===== src/rtl/vm80_intc.sv =====
// Priority interrupt controller for the vm80a CPU system.
// Latches rising edges on eight peripheral sources, masks and prioritises them
// (level 0 highest), drives the CPU INT pin and answers the 8080 INTA cycle
// with an RST opcode. In-service levels are tracked for fully nested operation.
//
// Ports:
//   clk, rst_n        system clock, asynchronous active-low reset
//   irq[7:0]          rising-edge interrupt sources, synchronous to clk
//   cs, wr, adr, din  register access (0 IRR, 1 IMR, 2 ISR/EOI, 3 STAT)
//   dout[7:0]         register read data, or the RST vector during INTA
//   sync, stat_inta   CPU status strobe and INTA status bit
//   dbin              CPU data bus read strobe; its falling edge ends INTA
//   vec_oe            high while an INTA cycle is active
//   int_req           to CPU INT pin
module vm80_intc #(
  parameter bit         AUTO_EOI = 1'b0,
  parameter logic [7:0] RST_BASE = 8'hC7
) (
  input  logic       clk,
  input  logic       rst_n,
  input  logic [7:0] irq,
  input  logic       cs,
  input  logic       wr,
  input  logic [1:0] adr,
  input  logic [7:0] din,
  output logic [7:0] dout,
  input  logic       sync,
  input  logic       stat_inta,
  input  logic       dbin,
  output logic       vec_oe,
  output logic       int_req
);

  localparam int unsigned NLVL = 8;
  localparam int unsigned LW   = 3;

  typedef enum logic [0:0] {
    ST_IDLE = 1'b0,
    ST_ACK  = 1'b1
  } state_t;

  state_t          state_q, state_n;
  logic [NLVL-1:0] irr, imr, isr, irq_d;
  logic [NLVL-1:0] irr_n, imr_n, isr_n;
  logic [7:0]      vec_q;
  logic [LW-1:0]   ack_lvl;
  logic            ack_valid;
  logic            dbin_d;

  logic [NLVL-1:0] irq_rise, pend;
  logic [LW-1:0]   pend_lvl, isr_lvl;
  logic            pend_valid, reg_wr, take, ack_fire;
  logic [7:0]      reg_rd;

  // Index of the lowest set bit (0 when empty; callers qualify with |v).
  function automatic logic [LW-1:0] low_bit(input logic [NLVL-1:0] v);
    logic [LW-1:0] r;
    r = '0;
    for (int i = NLVL - 1; i >= 0; i--)
      if (v[i]) r = LW'(i);
    return r;
  endfunction

  // Priority resolution against the highest in-service level.
  always_comb begin
    irq_rise   = irq & ~irq_d;
    pend       = irr & ~imr;
    pend_lvl   = low_bit(pend);
    isr_lvl    = low_bit(isr);
    pend_valid = (|pend) && ((isr == '0) || (pend_lvl < isr_lvl));
    reg_wr     = cs & wr;
    take       = (state_q == ST_IDLE) & sync & stat_inta;
    ack_fire   = (state_q == ST_ACK) & dbin_d & ~dbin;
  end

  // INTA sequencer next state; extra sync pulses during ACK are ignored.
  always_comb begin
    state_n = state_q;
    case (state_q)
      ST_IDLE: if (sync && stat_inta) state_n = ST_ACK;
      ST_ACK:  if (ack_fire)          state_n = ST_IDLE;
      default: state_n = ST_IDLE;
    endcase
  end

  // Register next values; new edges are applied last so a set beats any clear,
  // and EOI looks at the old ISR before the acknowledged level is marked.
  always_comb begin
    irr_n = irr;
    imr_n = imr;
    isr_n = isr;
    if (reg_wr && adr == 2'd0) irr_n = irr_n & ~din;
    if (reg_wr && adr == 2'd1) imr_n = din;
    if (reg_wr && adr == 2'd2 && (isr != '0)) isr_n[isr_lvl] = 1'b0;
    if (ack_fire && ack_valid) begin
      irr_n[ack_lvl] = 1'b0;
      if (!AUTO_EOI) isr_n[ack_lvl] = 1'b1;
    end
    irr_n = irr_n | irq_rise;
  end

  // State and register file.
  always_ff @(posedge clk or negedge rst_n) begin
    if (!rst_n) begin
      state_q   <= ST_IDLE;
      irr       <= '0;
      imr       <= '1;
      isr       <= '0;
      irq_d     <= '0;
      dbin_d    <= 1'b0;
      int_req   <= 1'b0;
      vec_q     <= 8'hFF;
      ack_lvl   <= '0;
      ack_valid <= 1'b0;
    end else begin
      state_q <= state_n;
      irr     <= irr_n;
      imr     <= imr_n;
      isr     <= isr_n;
      irq_d   <= irq;
      dbin_d  <= dbin;
      int_req <= pend_valid & ~vec_oe;
      if (take) begin
        // No winner at sync time answers with RST 7 (spurious).
        vec_q     <= pend_valid ? (RST_BASE | 8'({pend_lvl, 3'b000})) : 8'hFF;
        ack_lvl   <= pend_lvl;
        ack_valid <= pend_valid;
      end
    end
  end

  assign vec_oe = (state_q == ST_ACK);

  // Read mux; the latched vector overrides it during INTA.
  always_comb begin
    reg_rd = irr;
    case (adr)
      2'd0: reg_rd = irr;
      2'd1: reg_rd = imr;
      2'd2: reg_rd = isr;
      2'd3: reg_rd = {vec_oe, 3'b000, pend_valid, pend_lvl};
      default: reg_rd = irr;
    endcase
    dout = vec_oe ? vec_q : reg_rd;
  end

endmodule


===== config.mk =====
export PLATFORM = sky130hd
export DESIGN_NAME = vm80_intc
export DESIGN_NICKNAME = d
export VERILOG_FILES = /design/src/rtl/vm80_intc.sv
export SDC_FILE = /design/constraint.sdc
export NUM_CORES = 1
export LEC_CHECK = 0
export CAP_MARGIN = 10
export CORE_UTILIZATION = 35
export CTS_CLUSTER_DIAMETER = 50
export DETAILED_ROUTE_END_ITERATION = 8
export SLEW_MARGIN = 5
export SYNTH_ARGS = -nofsm -noshare
export SYNTH_HDL_FRONTEND = slang
export SYNTH_SLANG_ARGS = --single-unit
export TNS_END_PERCENT = 20

===== constraint.sdc =====
create_clock -name clk -period 4.58 [get_ports clk]
set_input_delay 0.687 -clock clk [delete_from_list [all_inputs] [get_ports clk]]
set_output_delay 0.687 -clock clk [all_outputs]
set_load 0.02 [all_outputs]

Yosys cells after proc, flatten, opt, wreduce, memory -nomap -nowiden
Index checks and enable logic that the tools add are counted.
- bits in registers: 47
- input bits: 25
- output and inout port bits: 10
- logic and storage cells: 82
- order comparisons: 5
- eq/ne operators: 3
- multiplexer cells: 30
- bitwise logic cells: 20
- reduce and logical (&&, ||, !) cells: 14
- operators with widths (operator ; number):
    two-way mux 3 bit ; 16
    AND 8 bit ; 5
    two-way mux 8 bit ; 5
    NOT 8 bit ; 5
    case mux 8 bit (4 select lines) ; 1
    bitwise OR 8 bit ; 2
    logical AND 1 bit ; 9
    logical NOT 8 bit ; 1
    < comparator 3 x 4 -> 1 bit, second input constant ; 2
    nonzero test 8 bit ; 1
    OR reduction 8 bit ; 1
    AND 1 bit ; 6
    demux 1 bit (select 3 bit) ; 2
    greater-or-equal comparator 3 x 1 -> 1 bit, second input constant ; 2
    two-way mux 6 bit ; 1
    equality test 2 bit, second input constant ; 2
    two-way mux 1 bit ; 4
    < comparator 3 bit ; 1
    equality test 2 x 1 -> 1 bit, second input constant ; 1
    logical NOT 2 bit ; 1
    NOT 1 bit ; 2
    case mux 1 bit (2 select lines) ; 1
    logical OR 1 bit ; 1

Depth between registers and ports, before layout
- word-level depth: 17
- depth in mapped cells: 9
- mapped depth without buffers: 9

Worst setup path before layout
OpenSTA, ideal clock, no wires.
- kind: register to output
- start point: register imr[4]
- end point: output port dout[3]
- arrival: 2.237 ns
- required time: 3.893 ns
- slack: 1.656 ns
- cell stages (with the launch flop): 9
- buffers on the path: 0
- cell sequence: dfstp_2 -> nand2b_4 -> o211ai_2 -> a31oi_2 -> ha_1 -> o21a_1 -> o21ai_0 -> a31oi_4 -> o41ai_2
- longest elaborated chain between the ends: 12
- elaborated cells on any way between the ends: 13
- classes of those cells: order compare (1); mux (7); bitwise (2); reduce/logical (3)
- ends and longest elaborated chain (element ; line ; RTL):
    start, declared ; 43 ; logic [NLVL-1:0] irr, imr, isr, irq_d;
    start signal, assigned ; 118 ; imr <= imr_n;
    NOT 8 bit ; 67 ; pend = irr & ~imr;
    AND 8 bit ; 67 ;
    two-way mux 3 bit (5 in series) ; 60 ; if (v[i]) r = LW'(i);
    via pend_lvl[1] ; 51 ; logic [LW-1:0] pend_lvl, isr_lvl;
    < comparator 3 bit ; 70 ; pend_valid = (|pend) && ((isr == '0) || (pend_lvl < isr_lvl));
    logical OR 1 bit ; 70 ;
    logical AND 1 bit ; 70 ;
    case mux 8 bit (4 select lines) ; 137 ; case (adr)
    two-way mux 8 bit ; 144 ; dout = vec_oe ? vec_q : reg_rd;
    end, declared ; 26 ; output logic [7:0] dout,
The timed path passes the listed nets, and every way through them passes these cells.

Final worst setup path
- start point: register imr[5]
- end point: output port dout[3]
- longest elaborated chain between the ends: 13
- elaborated cells on any way between the ends: 14
- classes of those cells: order compare (1); mux (8); bitwise (2); reduce/logical (3)
- ends and longest elaborated chain (element ; line):
    NOT 8 bit ; 67
    AND 8 bit ; 67
    two-way mux 3 bit (6 in series) ; 60
    via pend_lvl[1] ; 51
    < comparator 3 bit ; 70
    logical OR 1 bit ; 70
    logical AND 1 bit ; 70
    case mux 8 bit (4 select lines) ; 137
    two-way mux 8 bit ; 144
The timed path passes the listed nets, and every way through them passes these cells.

==> results.json <==
{
  "yosys.area.top_type": "dfrtp_1",
  "start_kind": "register",
  "met2WireLength_mm": 2.554,
  "ctsHoldBuffers": 0,
  "critPathMaxFanout": 5,
  "drv_cap": 0,
  "cpMaxStageDelayCell": "clkdlybuf4s50_1",
  "p_per_area_nw_per_um2": 481.3,
  "die_area_um2": 6708,
  "first_pass_iters": 4,
  "synthFlopType": "dfrtp_1",
  "cts_tree": "yes",
  "synth_top_family_by_area": "simple AND/OR/NAND/NOR gates",
  "post-cts-setup-buffers": 0,
  "drt-initial-drc-count": 88,
  "setup_ws_ns": 0.6990,
  "fp-row-count": 28,
  "clock_sinks": 42,
  "grt_max_degree": 43,
  "swShare_pct": 37.08,
  "cts-root-buf": "clkbuf_8",
  "yosysTopAreaCellShare_pct": 34.71,
  "status": "finished, final reports clean",
  "peakVddDrop_mv": 0.2144,
  "max_stage_delay_ns": 0.65,
  "critPathKind": "reg2out",
  "synthAdderAreaFrac_pct": 1.120,
  "async_reset_ff_share_pct": 100.0,
  "yosysUniqueCellTypes": 52,
  "drive_gt1_share_pct": 20.08,
  "yosys.area_share.simple_pct": 20.16,
  "grt.total_usage_pct": 17.60,
  "fin_skew_ns": 0.004378,
  "synth.area.top_cells": "dfrtp_1, dfstp_2, nand2_1",
  "p_comb_share_pct": 38.1,
  "viasPerCell": 5.386,
  "hold_viol_final": 0,
  "fin_tns_setup_ns": 0,
  "drt-total-wl_mm": 5.363,
  "htreeDepth": 2,
  "area_growth_pct": 22.51,
  "routedWlPerCell_um": 16.55,
  "grt.overflow.total": 0,
  "ctsResizeCount": 0,
  "core_region_area_um2": 6026,
  "m1WireLength_mm": 2.503,
  "netlist_area_um2": 2235,
  "diodes": 0,
  "hpwl_mm": 3.982,
  "post-route-util_pct": 45.43,
  "cts_made_buffers": 5,
  "drc": 0,
  "num_io_pins": 35,
  "syn_nets": 239,
  "die_h_um": 81.91,
  "slew_headroom_pct": 33.36,
  "fillerInstances": 602,
  "route.met3.wl_um": 267,
  "slew_viol_final": 0,
  "rsz0062_at_grt": "no",
  "synth-xor-area-share_pct": 0,
  "yosys_register_bits": 42,
  "place_congestion": 0.9175,
  "grt_pass1_vias": 1704,
  "start_util_pct": 37.08,
  "clkLatencyLatePin_ns": 0.29,
  "finalSetupViolations": 0,
  "die_w_um": 81.91,
  "postSynthCellCount": 212,
  "critPathArrivalTime_ns": 3.19,
  "p_leak_nw": 1.159,
  "cp_cell_sequence": "nand2b_2 > o211ai_2 > a31oi_2 > ha_1 > o21a_1 > o21ai_0 > a31oi_4 > o41ai_2 > clkdlybuf4s50_1",
  "ys_seq_area_share_pct": 47.65,
  "grt_pass1_wl_mm": 8.721,
  "ctsLongestPathBuffers": 2,
  "end_kind": "output pin",
  "seq_power_share_pct": 42.5,
  "route.vias.total": 1745,
  "fmax_ghz": 0.2577,
  "min_period_ns": 3.881,
  "synth.area.mux_share_pct": 9.742,
  "power_switching_uw": 488.6,
  "ant_nets": 0,
  "critical_path_required_ns": 3.89,
  "final_common_cell": "clkdlybuf4s50_1",
  "synth_compound_area_share_pct": 18.37,
  "total_power_mw": 1.318,
  "antenna_found_initial": 0,
  "fin_crit_sh_pct": 84.74,
  "pre_cts_ws_ns": 0.8916,
  "tightestPinTransition_ns": 0.9919,
  "ys_warn_count": 0,
  "port_buffers": 34,
  "path_clk_slew_ns": 0.09,
  "synth_edf_count": 0,
  "hold_path_class": "reg2reg",
  "final_cell_mix": "clkdlybuf4s50_1, nand2_1, dfrtp_1",
  "synth_area_per_cell_um2": 10.54,
  "nNetsFinal": 275,
  "power_frac_clock_pct": 19.4,
  "top_layer": "met4",
  "p_int_uw": 829.0
}
[Yosys cell counts, drive strengths merged (2+ instances only)]
master,n
mux2i,6
nor2,10
nand3,7
nand2b,8
inv,12
ha,2
and3,2
nor4,2
buf,2
nand2,31
clkbuf,3
dfstp,11
mux4,2
nor3,3
a22oi,3
nor2b,7
nand4,2
a22o,5
a31oi,3
o21ai,21
or2,2
mux2,10
a21oi,5
o2111ai,2
o211ai,2
a32o,4
and2b,2
dfrtp,31
[kinds of logic (layout without fill, tap and decap cells)]
kind of cell / count (synthesis) / count (layout)
simple gates: 80 / 80
compound gates: 53 / 53
flops: 42 / 42
mux: 18 / 18
buf+inv: 17 / 54
fa+ha+maj: 2 / 2
[registers in the layout, summed over array words and instances, names as in the netlist, 3 cells and up]
name     cells
irr          8
isr          8
ack_lvl      3
vec_q        3
imr          8
irq_d        8
[final timing paths]
check,start,endpoint,slack (ns),depth (start not counted)
setup / recovery,imr[5],dout[3],0.70,9
hold / removal,irq_d[1],irr[1],0.42,1
setup reg to reg,imr[5],vec_q[4],2.10,8
hold reg to reg,irq_d[1],irr[1],0.42,1
max in group asynchronous,rst_n,ack_valid,3.46,1
min in group asynchronous,rst_n,irr[0],0.53,1
[power by group through the flow]
stage / sequential, mW / combinational [mW] / clock [mW]
floorplan: 0.537 / 0.355 / 0
global placement: 0.563 / 0.499 / 0
detailed placement: 0.563 / 0.505 / 0
CTS: 0.557 / 0.507 / 0.264
global route: 0.570 / 0.555 / 0.274
finish: 0.560 / 0.503 / 0.255
[critical path, delay by kind of cell (launching register included)]
family	cells	cell delay (ns)
and+or+nand+nor	1	0.15
adders and majority gates	1	0.29
AOI/OAI and AO/OA	6	1.28
DFF	1	0.54
buffers and inverters	1	0.65
[routing by layer]
metal / up-vias / global-route usage (%)
li1: 833 / -
met1: 862 / 24.25
met2: 46 / 28.35
met3: 4 / 3.111
met4: 0 / 4.561
met5: - / 0
[cell type report]
class / count / area (µm²) / share of cell area (%)
multi-input cells: 153 / 1104 / 40.31
flip-flops and latches: 42 / 1065 / 38.89
repair buffers: 34 / 335.3 / 12.25
well taps: 75 / 93.84 / 3.428
clock buffers: 6 / 82.58 / 3.016
inverters: 12 / 45.04 / 1.645
clock inverters: 2 / 12.51 / 0.4570
[through the flow]
stage	std cells	hold slack [ns]	area [µm²]
floorplan	212	0.3914	2235
global placement	316	0.4009	2643
detailed placement	316	0.4113	2643
CTS	324	0.4239	2738
global route	324	0.4318	2738
finish	324	0.4218	2738
(Power assumes the default switching activity.)
